$ cat src/rtl/sel_and_pipe.sv
// sel_and_pipe: per-bit A/B select, one of four mask/invert operations, then
// a DEPTH-stage elastic register pipeline with valid/ready handshaking on both
// sides, a synchronous flush and a wrapping count of completed output transfers.
module sel_and_pipe #(
    parameter int unsigned W     = 96,
    parameter int unsigned DEPTH = 2,
    parameter int unsigned CW    = 16
) (
    input  logic          clkin_data,
    input  logic          rstn_data,
    input  logic          in_valid,
    output logic          in_ready,
    input  logic [W-1:0]  in_a,
    input  logic [W-1:0]  in_b,
    input  logic [W-1:0]  in_sel,
    input  logic [W-1:0]  in_mask,
    input  logic [1:0]    in_mode,
    input  logic          flush,
    output logic          out_valid,
    input  logic          out_ready,
    output logic [W-1:0]  out_data,
    output logic [CW-1:0] out_count
);

    typedef enum logic [1:0] {
        OP_INV     = 2'd0,
        OP_AND     = 2'd1,
        OP_INV_AND = 2'd2,
        OP_PASS    = 2'd3
    } op_e;

    logic [W-1:0]     sel_m;
    logic [W-1:0]     result;
    logic [DEPTH-1:0] adv;
    logic             accept;
    logic             fire;

    logic [W-1:0]     data_q [DEPTH];
    logic [W-1:0]     data_d [DEPTH];
    logic [DEPTH-1:0] valid_q;
    logic [DEPTH-1:0] valid_d;
    logic [CW-1:0]    count_q;
    logic [CW-1:0]    count_d;

    // Per-bit operand select: a set select bit takes A, a clear one takes B.
    always_comb begin
        sel_m = '0;
        for (int unsigned i = 0; i < W; i++) begin
            sel_m[i] = in_sel[i] ? in_a[i] : in_b[i];
        end
    end

    // Operation applied to the selected word before it enters stage 0.
    always_comb begin
        result = sel_m;
        case (op_e'(in_mode))
            OP_INV:     result = ~sel_m;
            OP_AND:     result = sel_m & in_mask;
            OP_INV_AND: result = ~sel_m & in_mask;
            OP_PASS:    result = sel_m;
            default:    result = sel_m;
        endcase
    end

    // Advance chain walked from the output back to stage 0: a stage moves when
    // it holds a word and the stage ahead is empty or itself moving.
    always_comb begin
        logic room;
        logic step;
        adv  = '0;
        room = out_ready;
        for (int unsigned k = 0; k < DEPTH; k++) begin
            step                = valid_q[DEPTH-1-k] & room;
            adv[DEPTH-1-k]      = step;
            room                = ~valid_q[DEPTH-1-k] | step;
        end
    end

    // Handshake terms; flush blocks acceptance for the cycle it is asserted.
    always_comb begin
        in_ready  = ~flush & (~valid_q[0] | adv[0]);
        accept    = in_valid & in_ready;
        out_valid = valid_q[DEPTH-1];
        out_data  = data_q[DEPTH-1];
        out_count = count_q;
        fire      = valid_q[DEPTH-1] & out_ready;
    end

    // Next-state for stage valids, stage data and the transfer counter.
    // Data of a stage only changes when a word enters it, so an emptied last
    // stage keeps presenting its previous word.
    always_comb begin
        valid_d = valid_q;
        data_d  = data_q;
        count_d = count_q;
        if (flush) begin
            valid_d = '0;
            count_d = '0;
        end else begin
            if (fire) begin
                count_d = count_q + CW'(1);
            end
            if (accept) begin
                data_d[0]  = result;
                valid_d[0] = 1'b1;
            end else if (adv[0]) begin
                valid_d[0] = 1'b0;
            end
            for (int unsigned i = 1; i < DEPTH; i++) begin
                if (adv[i-1]) begin
                    data_d[i]  = data_q[i-1];
                    valid_d[i] = 1'b1;
                end else if (adv[i]) begin
                    valid_d[i] = 1'b0;
                end
            end
        end
    end

    // State registers with asynchronous active-low clear.
    always_ff @(posedge clkin_data or negedge rstn_data) begin
        if (!rstn_data) begin
            valid_q <= '0;
            data_q  <= '{default: '0};
            count_q <= '0;
        end else begin
            valid_q <= valid_d;
            data_q  <= data_d;
            count_q <= count_d;
        end
    end

endmodule

$ cat config.mk
export PLATFORM = sky130hd
export DESIGN_NAME = sel_and_pipe
export DESIGN_NICKNAME = d
export VERILOG_FILES = /design/src/rtl/sel_and_pipe.sv
export SDC_FILE = /design/constraint.sdc
export NUM_CORES = 1
export LEC_CHECK = 0
export ABC_CLOCK_PERIOD_IN_PS = 2550
export BUFFER_PORTS_ARGS = -buffer_cell sky130_fd_sc_hd__buf_2
export CORE_AREA = 2 2 198 200
export DETAILED_ROUTE_END_ITERATION = 8
export DIE_AREA = 0 0 200 202
export SYNTH_ARGS = -nofsm -noshare
export SYNTH_HDL_FRONTEND = slang
export SYNTH_SLANG_ARGS = --single-unit
$ cat constraint.sdc
create_clock -name clkin_data -period 2.55 [get_ports clkin_data]
set_clock_uncertainty 0.05 [all_clocks]
set_input_delay 0.255 -clock clkin_data [delete_from_list [all_inputs] [get_ports clkin_data]]
set_output_delay 0.255 -clock clkin_data [all_outputs]
set_load 0.005 [all_outputs]
### Word-level counts from Yosys, hierarchy flattened

Index checks and enable logic that the tools add are counted.
Widths: inputs -> output; s select.

* register bits after elaboration: 210
* bits in latches: 0
* RAM bits: 0
* bits in read-only memories: 0
* input port bits: 391
* output and inout port bits: 114
* word-level logic and storage cells: 131
* memories kept: 0

* $add $sub $neg: 1
* multipliers: 0
* div/mod/pow operators: 0
* $lt $le $gt $ge: 0
* eq/ne operators: 3
* shift-type cells: 0
* multiplexer cells: 104
* bitwise logic cells: 12
* reduce and logical (&&, ||, !) cells: 6

Operator list (number)
* $pmux 96 s4: 1
* $and 96x96->96: 2
* $mux 1: 100
* $not 96->96: 1
* $mux 16: 2
* $add 16x1->16 const B: 1
* $reduce_bool 3->1: 2
* $and 1x1->1: 4
* $eq 2x2->1 const B: 2
* $reduce_and 2->1: 2
* $not 1->1: 3
* $eq 2x1->1 const B: 1
* $logic_not 2->1: 1
* $mux 2: 1
* $or 1x1->1: 2
* $reduce_bool 2->1: 1

### Logic depth before layout (Yosys ltp)

Gate-level depths: netlist of run 1.

* depth in word-level cells: 8
* depth in mapped cells: 8
* gate-level depth less buffers: 6

### Worst setup path before layout of run 1

OpenSTA, ideal clock, no wires.

* path type: reg-to-reg
* from: reg valid_q[1]
* to: reg data_q (netlist bit out_data[55])
* library setup time: 125 ps
* arrival: 1585 ps
* data required time: 2375 ps
* setup slack: 790 ps
* stages on the path, launching flop included: 7
* path buffers: 3
* clock period less this slack: 1760 ps
* cell sequence: dfrtp_1 > nor2b_4 > or3b_1 > buf_2 > buf_6 > buf_12 > mux2_4

* longest elaborated chain between the ends: 4
* elaborated cells between the ends (all ways): 5
* those cells by class: bitwise (4); reduce/logical (1)

Ends and longest elaborated chain
* start: declaration: RTL line 40 `logic [DEPTH-1:0] valid_q;`
* start signal: assignment: RTL line 127 `valid_q <= valid_d;`
* $and 1x1->1 or $not 1->1 (tied branches): RTL line 73, 75
* $or 1x1->1 (*): RTL line 75 `room = ~valid_q[DEPTH-1-k] | step;`
* $and 1x1->1 (*): RTL line 73 `step = valid_q[DEPTH-1-k] & room;`
* $reduce_and 2->1 (no line) (*)
* end signal: assignment: RTL line 128 `data_q <= data_d;`
* end: declaration: RTL line 38 `logic [W-1:0] data_q [DEPTH];`

Every way passes the cells marked *; elsewhere a longest branch is shown, timed or not.
A chain may end at the register's enable or synchronous reset.

### Worst setup path in the final report of run 1

* from: reg valid_q[1]
* to: reg data_q (netlist bit out_data[45])

Same word-level chain as after synthesis.

==> out/metrics.csv, run 1 <==
stage;metric;value;unit
sta;layout_worst_path_cycle_share;73.9;%
logic_synthesis;main_combinational_cell_family_by_area_after_synthesis;multiplexers;
logic_synthesis;yosys_register_bits;210;
grt;pin_count_of_the_biggest_net_entering_global_routing;93;
worst_hold_path;min-delay-path-class;in2reg;
run;drv.max_cap_violation_count;0;
placement;post_dp_cell_area;14900;um2
logic_synthesis;ys_types;34;
worst_setup_path;timing.critical_path.arrival;2.23;ns
die;ios;505;
logic_synthesis;mappedNetlistArea;12500;um2
clocking;htree_levels;1;
logic_synthesis;synth_simple_gate_area_share;6.05;%
final_layout;final.fill_count;3673;
clocking;cts_num_sinks;210;
power_and_ir_drop;fin_total_pwr;10.9;mW
die;num_rows;72;
placement;port-buffer-count;504;
detailed_routing;drc_errors;0;
power_and_ir_drop;powerDensity;656;nW/um2
sta;timing_max_transition_violations_final;0;
sta;setup_slack;0.665;ns
grt;grt_pass1_vias;10700;
logic_synthesis;synth_xor_area_share;3.58;%
clocking;post_cts_buffers;0;
clocking;cts-root-buf;sky130_fd_sc_hd__clkbuf_16;
worst_setup_path;critical_path_maximum_fanout;44;
logic_synthesis;top_cells_by_area_in_the_synthesized_netlist;sky130_fd_sc_hd__dfrtp_1 42%, sky130_fd_sc_hd__mux2i_1 12%, sky130_fd_sc_hd__mux2_2 10%, sky130_fd_sc_hd__buf_4 5.8%, sky130_fd_sc_hd__a31oi_1 4.8%;
grt;grt_remaining_overflow;0;
logic_synthesis;synth_async_sr_flop_share;100;%
placement;gpl.final_weighted_congestion;0.823;
worst_setup_path;setup.worst_path.start_class;flip-flop;
sta;final-hold-violation-count;0;
logic_synthesis;post_synth_mux_area_share;27.4;%
placement;dp.final_hpwl;27.3;mm
final_layout;finalNetCount;2005;
logic_synthesis;synth_top_cell_area_share;42.1;%
sta;sum_neg_setup_slack;0;ns
sta;final.hold.worst_slack;0.0204;ns
logic_synthesis;mapped_cells;1145;
die;die_w;200;um
logic_synthesis;synthesis.area_per_instance;10.9;um2
logic_synthesis;synth_adder_area_share;0.401;%
sta;grt_setup_unrepaired;no;
clocking;maximum_root_to_sink_buffer_count;3;
grt;gr_usage_total;18.6;%
logic_synthesis;seq_area_frac_synth;42.1;%
clocking;cts_made_buffers;24;
final_layout;num_antenna_cells;0;
clocking;clkSlewWorstSetupHoldPaths;0.06;ns
grt;grt_first_pass_wirelength;59.1;mm
run_status;outcome;finished clean;
placement;detailedPlace.worstSlack;0.624;ns
power_and_ir_drop;power_leakage;8.01;nW
sta;time_the_final_worst_path_needs_with_i_o_delays_and_setup;1.89;ns
die;fp.dieArea;40400;um2
worst_setup_path;timing.critical_path.required;2.90;ns
logic_synthesis;synth_compound_area_share;11.2;%
logic_synthesis;synth_edf_count;0;
die;floorplan.initialDensity;32.6;%
final_layout;utilization;43.5;%
sta;setup_viol;0;
logic_synthesis;synth-main-ff-cell;sky130_fd_sc_hd__dfrtp_1;
final_layout;finish.instance_area;16600;um2
detailed_routing;antenna_viol_nets_final;0;
logic_synthesis;synthesis.nets;1540;
detailed_routing;dr_total_vias;10600;
worst_setup_path;critPathKind;reg2reg;
logic_synthesis;synth_top_cell_by_area;sky130_fd_sc_hd__dfrtp_1;
detailed_routing;detailedRoute.firstPassIterationCount;5;
detailed_routing;post_drt_wl_per_cell;18.3;um
final_layout;drive_above_1_share;45.0;%
grt;antenna_found_initial;1;
die;die_h;202;um
final_layout;area_delta_synth_final;33.3;%
sta;worst_slew_margin_rel;59.5;%
detailed_routing;drt-vias-per-instance;4.94;
worst_setup_path;worst_setup_path_end_kind;flip-flop;
clocking;clock_insertion_delay_worst_skew;0.52;ns
sta;actual_slew_at_the_worst_max_slew_pin;0.605;ns
clocking;tritoncts;yes;
placement;dpl.cell_count;2011;
final_layout;instances_no_fill;2145;
detailed_routing;drt-total-wl;39.3;mm
detailed_routing;first_iter_violations;411;
power_and_ir_drop;ir_drop;0.384;mV
logic_synthesis;synthesis.yosys.warnings;0;
die;design.core.area;38300;um2
sta;timing.fmax;530;MHz
## cell usage in the layout (no fill, tap or decap), types with 2 or more instances in the layout
| master | Yosys | final |
|---|---|---|
| sky130_fd_sc_hd__a21oi_1 | 4 | 4 |
| sky130_fd_sc_hd__a31oi_1 | 96 | 96 |
| sky130_fd_sc_hd__and4_1 | 2 | 2 |
| sky130_fd_sc_hd__buf_12 | 4 | 10 |
| sky130_fd_sc_hd__buf_2 | 24 | 503 |
| sky130_fd_sc_hd__buf_4 | 96 | 15 |
| sky130_fd_sc_hd__bufinv_16 | 0 | 2 |
| sky130_fd_sc_hd__clkbuf_1 | 55 | 3 |
| sky130_fd_sc_hd__clkbuf_16 | 0 | 25 |
| sky130_fd_sc_hd__clkbuf_8 | 0 | 9 |
| sky130_fd_sc_hd__clkinv_2 | 0 | 4 |
| sky130_fd_sc_hd__dfrtp_1 | 210 | 210 |
| sky130_fd_sc_hd__dlygate4sd3_1 | 0 | 91 |
| sky130_fd_sc_hd__ha_1 | 4 | 2 |
| sky130_fd_sc_hd__ha_4 | 0 | 2 |
| sky130_fd_sc_hd__inv_1 | 6 | 4 |
| sky130_fd_sc_hd__mux2_2 | 114 | 114 |
| sky130_fd_sc_hd__mux2_4 | 40 | 40 |
| sky130_fd_sc_hd__mux2i_1 | 153 | 153 |
| sky130_fd_sc_hd__nand2_1 | 5 | 4 |
| sky130_fd_sc_hd__nand3_1 | 61 | 61 |
| sky130_fd_sc_hd__nand4_1 | 6 | 6 |
| sky130_fd_sc_hd__nor2_1 | 76 | 74 |
| sky130_fd_sc_hd__nor2_4 | 0 | 2 |
| sky130_fd_sc_hd__nor2b_1 | 3 | 3 |
| sky130_fd_sc_hd__nor3_1 | 3 | 3 |
| sky130_fd_sc_hd__o21ai_0 | 81 | 81 |
| sky130_fd_sc_hd__o2bb2ai_1 | 40 | 40 |
| sky130_fd_sc_hd__xnor2_1 | 45 | 45 |
| sky130_fd_sc_hd__xor2_1 | 6 | 6 |
## where the power goes
part           internal (mW)  total (mW)  switching, mW  leakage (nW)
sequential              4.04        4.45          0.403          2.57
combinational           1.57        2.84           1.27          5.02
clock                   2.24        3.63           1.39         0.420
## synth_stat cells (2+ instances only)
| library cell | number |
|---|---|
| sky130_fd_sc_hd__buf_4 | 96 |
| sky130_fd_sc_hd__mux2_2 | 114 |
| sky130_fd_sc_hd__inv_1 | 6 |
| sky130_fd_sc_hd__o2bb2ai_1 | 40 |
| sky130_fd_sc_hd__clkbuf_1 | 55 |
| sky130_fd_sc_hd__ha_1 | 4 |
| sky130_fd_sc_hd__dfrtp_1 | 210 |
| sky130_fd_sc_hd__xnor2_1 | 45 |
| sky130_fd_sc_hd__nand3_1 | 61 |
| sky130_fd_sc_hd__buf_2 | 24 |
| sky130_fd_sc_hd__a31oi_1 | 96 |
| sky130_fd_sc_hd__nand2_1 | 5 |
| sky130_fd_sc_hd__mux2i_1 | 153 |
| sky130_fd_sc_hd__nor2_1 | 76 |
| sky130_fd_sc_hd__and4_1 | 2 |
| sky130_fd_sc_hd__o21ai_0 | 81 |
| sky130_fd_sc_hd__mux2_4 | 40 |
| sky130_fd_sc_hd__a21oi_1 | 4 |
| sky130_fd_sc_hd__nand4_1 | 6 |
| sky130_fd_sc_hd__nor3_1 | 3 |
| sky130_fd_sc_hd__buf_12 | 4 |
| sky130_fd_sc_hd__nor2b_1 | 3 |
| sky130_fd_sc_hd__xor2_1 | 6 |
## worst max-delay path: stages (launching register included)
cell	delay [ns]
sky130_fd_sc_hd__dfrtp_1	0.38
sky130_fd_sc_hd__nor2b_4	0.23
sky130_fd_sc_hd__or3b_4	0.31
sky130_fd_sc_hd__buf_12	0.32
sky130_fd_sc_hd__mux2_2	0.39
## flip-flops by register name (all words and copies together) (netlist names)
register / count
data_q: 96
valid_q: 2
out_data: 96
out_count: 16
## area by class of cell
| type | count | area [um2] | area share (%) |
|---|---|---|---|
| Clock buffer | 37 | 761 | 4.57 |
| Clock inverter | 6 | 80.1 | 0.481 |
| Inverter | 6 | 22.5 | 0.135 |
| Multi-Input combinational cell | 748 | 6120 | 36.8 |
| Sequential cell | 210 | 5260 | 31.6 |
| Tap cell | 518 | 648 | 3.89 |
| Timing Repair Buffer | 620 | 3760 | 22.6 |
## what timing repair did
action | CTS | global route
hold endpoints to repair | 146 | 0
hold buffers | 91 | 0
resized for setup | 0 | 0
endpoints found under the setup margin | 0 | 0
## metal layers
layer	GRT usage [%]	vias to the layer above	share of wire, %
met5	0	-	0.033
met4	5.71	2	2.7
met3	2.97	68	6.1
met2	32.3	392	49
met1	23.6	5137	42
li1	-	5001	-
## logic make-up (layout without fill, tap and decap cells)
family                   count (synthesis)  count (layout)
multiplexers                           307             307
AO/OA/AOI/OAI                          223             223
flip-flops                             210             210
buffers and inverters                  187             669
AND/OR/NAND/NOR                        163             163
XOR/XNOR                                51              51
adder cells (fa/ha/maj)                  4               4
## path summary, 6_finish.rpt
kind	cells after the start	to	from	slack [ns]
min in group asynchronous	2	out_count[13]$_DFFE_PN0P_	rstn_data	0.24
worst max register to register	4	out_data[45]$_DFFE_PN0P_	valid_q[1]$_DFFE_PN0P_	0.66
worst max-delay path	4	out_data[45]$_DFFE_PN0P_	valid_q[1]$_DFFE_PN0P_	0.66
worst min-delay path	3	data_q[97]$_DFFE_PN0P_	in_mask[1]	0.02
max in group asynchronous	3	out_data[69]$_DFFE_PN0P_	rstn_data	1.46
worst min register to register	1	data_q[157]$_DFFE_PN0P_	data_q[157]$_DFFE_PN0P_	0.43
Power figures use the tool's default switching activity.
==> run 2: changes to the inputs <==
- ABC_CLOCK_PERIOD_IN_PS: 2550 -> 1700
- CORE_AREA: 2 2 198 200 -> 2 2 197 199
- DIE_AREA: 0 0 200 202 -> 0 0 199 201
- clock period: 2.55 -> 1.7 ns (I/O delays scaled with it)
==> out/metrics.csv, run 2 (same netlist as run 1, synthesis figures left out) <==
stage;metric;value;unit
final_layout;layout_common_cells;503 x sky130_fd_sc_hd__buf_2, 210 x sky130_fd_sc_hd__dfrtp_1, 153 x sky130_fd_sc_hd__mux2i_1;
grt;antenna_found_initial;2;
run;drv.max_cap_violation_count;0;
worst_hold_path;hp-start;in_b[87];
sta;time_the_final_worst_path_needs_with_i_o_delays_and_setup;1.77;ns
power_and_ir_drop;fin_total_pwr;16.9;mW
placement;port-buffer-count;504;
clocking;tritoncts;yes;
final_layout;mostFrequentLayoutCell;sky130_fd_sc_hd__buf_2;
sta;timing_max_transition_violations_final;0;
clocking;cts_num_sinks;210;
detailed_routing;drt-total-wl;42.4;mm
sta;setup_slack;-0.0679;ns
worst_setup_path;worst_r2r_endpoint;out_data[29]$_DFFE_PN0P_;
detailed_routing;post_drt_wl_per_cell;19.3;um
die;ios;505;
final_layout;finalNetCount;2048;
clocking;clock_insertion_delay_worst_skew;0.52;ns
sta;final-hold-violation-count;0;
sta;layout_worst_path_cycle_share;104;%
worst_setup_path;slowest_stage;sky130_fd_sc_hd__or3b_4;
clocking;clkSlewWorstSetupHoldPaths;0.06;ns
final_layout;drive_above_1_share;46.1;%
worst_setup_path;worst_r2r_startpoint;valid_q[1]$_DFFE_PN0P_;
sta;worst_slew_margin_rel;69.1;%
detailed_routing;drt-vias-per-instance;4.96;
clocking;cts_made_buffers;25;
grt;pin_count_of_the_biggest_net_entering_global_routing;70;
worst_setup_path;setup.worst_path.start_class;flip-flop;
detailed_routing;first_iter_violations;528;
worst_setup_path;worst_setup_path_end_kind;flip-flop;
worst_setup_path;r2r_setup_slack;-0.07;ns
final_layout;area_delta_synth_final;39.1;%
power_and_ir_drop;powerDensity;975;nW/um2
detailed_routing;dr_total_vias;10900;
grt;gr_usage_total;19.7;%
grt;grt_first_pass_wirelength;61.9;mm
die;design.core.area;38100;um2
clocking;maximum_root_to_sink_buffer_count;3;
run_status;violated_checks;setup timing;
worst_setup_path;worstPathCellList;nor2b_4, or3b_4, buf_16, mux2_2;
power_and_ir_drop;ir_drop;0.640;mV
placement;detailedPlace.worstSlack;-0.0382;ns
die;die_w;199;um
run_status;outcome;complete, but fails checks;
worst_setup_path;critical_path_maximum_fanout;26;
die;die_h;201;um
die;floorplan.initialDensity;32.8;%
die;fp.dieArea;40000;um2
worst_setup_path;timing.critical_path.arrival;2.12;ns
sta;final.hold.worst_slack;0.0224;ns
detailed_routing;detailedRoute.firstPassIterationCount;5;
worst_hold_path;hold-path-endpoint;data_q[183]$_DFFE_PN0P_;
sta;timing.fmax;566;MHz
worst_hold_path;min-delay-path-class;in2reg;
grt;grt_remaining_overflow;0;
detailed_routing;drc_errors;0;
grt;grt_pass1_vias;11000;
die;num_rows;72;
clocking;cts-root-buf;sky130_fd_sc_hd__clkbuf_16;
placement;dp.final_hpwl;28.8;mm
sta;setup_viol;80;
sta;actual_slew_at_the_worst_max_slew_pin;0.450;ns
worst_hold_path;holdPathStages;4;
worst_setup_path;r2r.worst_path.cells;4;
detailed_routing;antenna_viol_nets_final;0;
worst_setup_path;timing.critical_path.required;2.05;ns
power_and_ir_drop;power_leakage;8.35;nW
clocking;htree_levels;1;
placement;gpl.final_weighted_congestion;0.843;
worst_setup_path;cp.buffers_inverters;1;
final_layout;utilization;45.6;%
worst_setup_path;critPathKind;reg2reg;
worst_setup_path;critical-path-max-stage-delay;0.50;ns
sta;grt_setup_unrepaired;yes;
sta;sum_neg_setup_slack;-2.97;ns
worst_setup_path;timing.critical_path.max_delay_family;simple AND/OR/NAND/NOR gates;
[run 2: changes by cell type in the layout (fill, tap and decap cells not counted), sizes merged, moves of 2 or more]
cell         before  now
buf             529  557
dlygate4sd3      91   98
clkbuf           37   42
diode             0    3
bufinv            2    4
[run 2: through the flow]
step | area [um2] | cells
after floorplan | 12500 | 1145
after global placement | 15200 | 2036
after detailed placement | 15200 | 2036
after CTS | 17100 | 2179
after global routing | 17400 | 2190
final | 17400 | 2192
[run 2: timing repair]
item                                   in CTS  in global routing
endpoints found under the hold margin     307                  0
gates resized for setup                     5                 13
gates cloned                                0                  8
buffers inserted                            0                  2
pin swaps                                   2                  3
hold buffers                               98                  0
setup endpoints to repair                  56                130
[run 2: worst register-to-register path, stage by stage, from the launching register on]
cell,delay [ns]
sky130_fd_sc_hd__dfrtp_1,0.38
sky130_fd_sc_hd__nor2b_4,0.14
sky130_fd_sc_hd__or3b_4,0.50
sky130_fd_sc_hd__buf_16,0.22
sky130_fd_sc_hd__mux2_2,0.36
[run 2: per-layer routing]
layer,vias to the layer above,share of wire (%),GRT usage [%]
met5,-,0,0
met4,0,2.7,5.89
met3,66,5.9,3.66
met2,365,49,33.9
met1,5363,42,25.1
li1,5078,-,-
[run 2: final cells by class]
| class | count | area (um2) |
|---|---|---|
| Antenna cell | 3 | 7.51 |
| Clock buffer | 35 | 733 |
| Clock inverter | 10 | 154 |
| Fill cell | 3571 | 20700 |
| Inverter | 6 | 22.5 |
| Multi-Input combinational cell | 748 | 6130 |
| Sequential cell | 210 | 5260 |
| Tap cell | 518 | 648 |
| Timing Repair Buffer | 662 | 4410 |
[run 2: how the worst max path moves through the flow]
stage,startpoint,end,slack (ns),cells past startpoint
finish,valid_q[1]$_DFFE_PN0P_,out_data[29]$_DFFE_PN0P_,-0.07,4
global route,valid_q[1]$_DFFE_PN0P_,out_data[86]$_DFFE_PN0P_,-0.09,4
CTS,valid_q[1]$_DFFE_PN0P_,out_data[29]$_DFFE_PN0P_,-0.06,4
detailed placement,valid_q[1]$_DFFE_PN0P_,out_data[22]$_DFFE_PN0P_,-0.04,4
global placement,valid_q[1]$_DFFE_PN0P_,out_data[92]$_DFFE_PN0P_,-0.02,4
floorplan,valid_q[1]$_DFFE_PN0P_,out_data[55]$_DFFE_PN0P_,-0.06,6
[run 2: power by group]
group          internal [mW]  switching (mW)  total [mW]
clock                   3.60            2.16        5.76
combinational           2.50            1.96        4.46
sequential              6.07           0.643        6.71
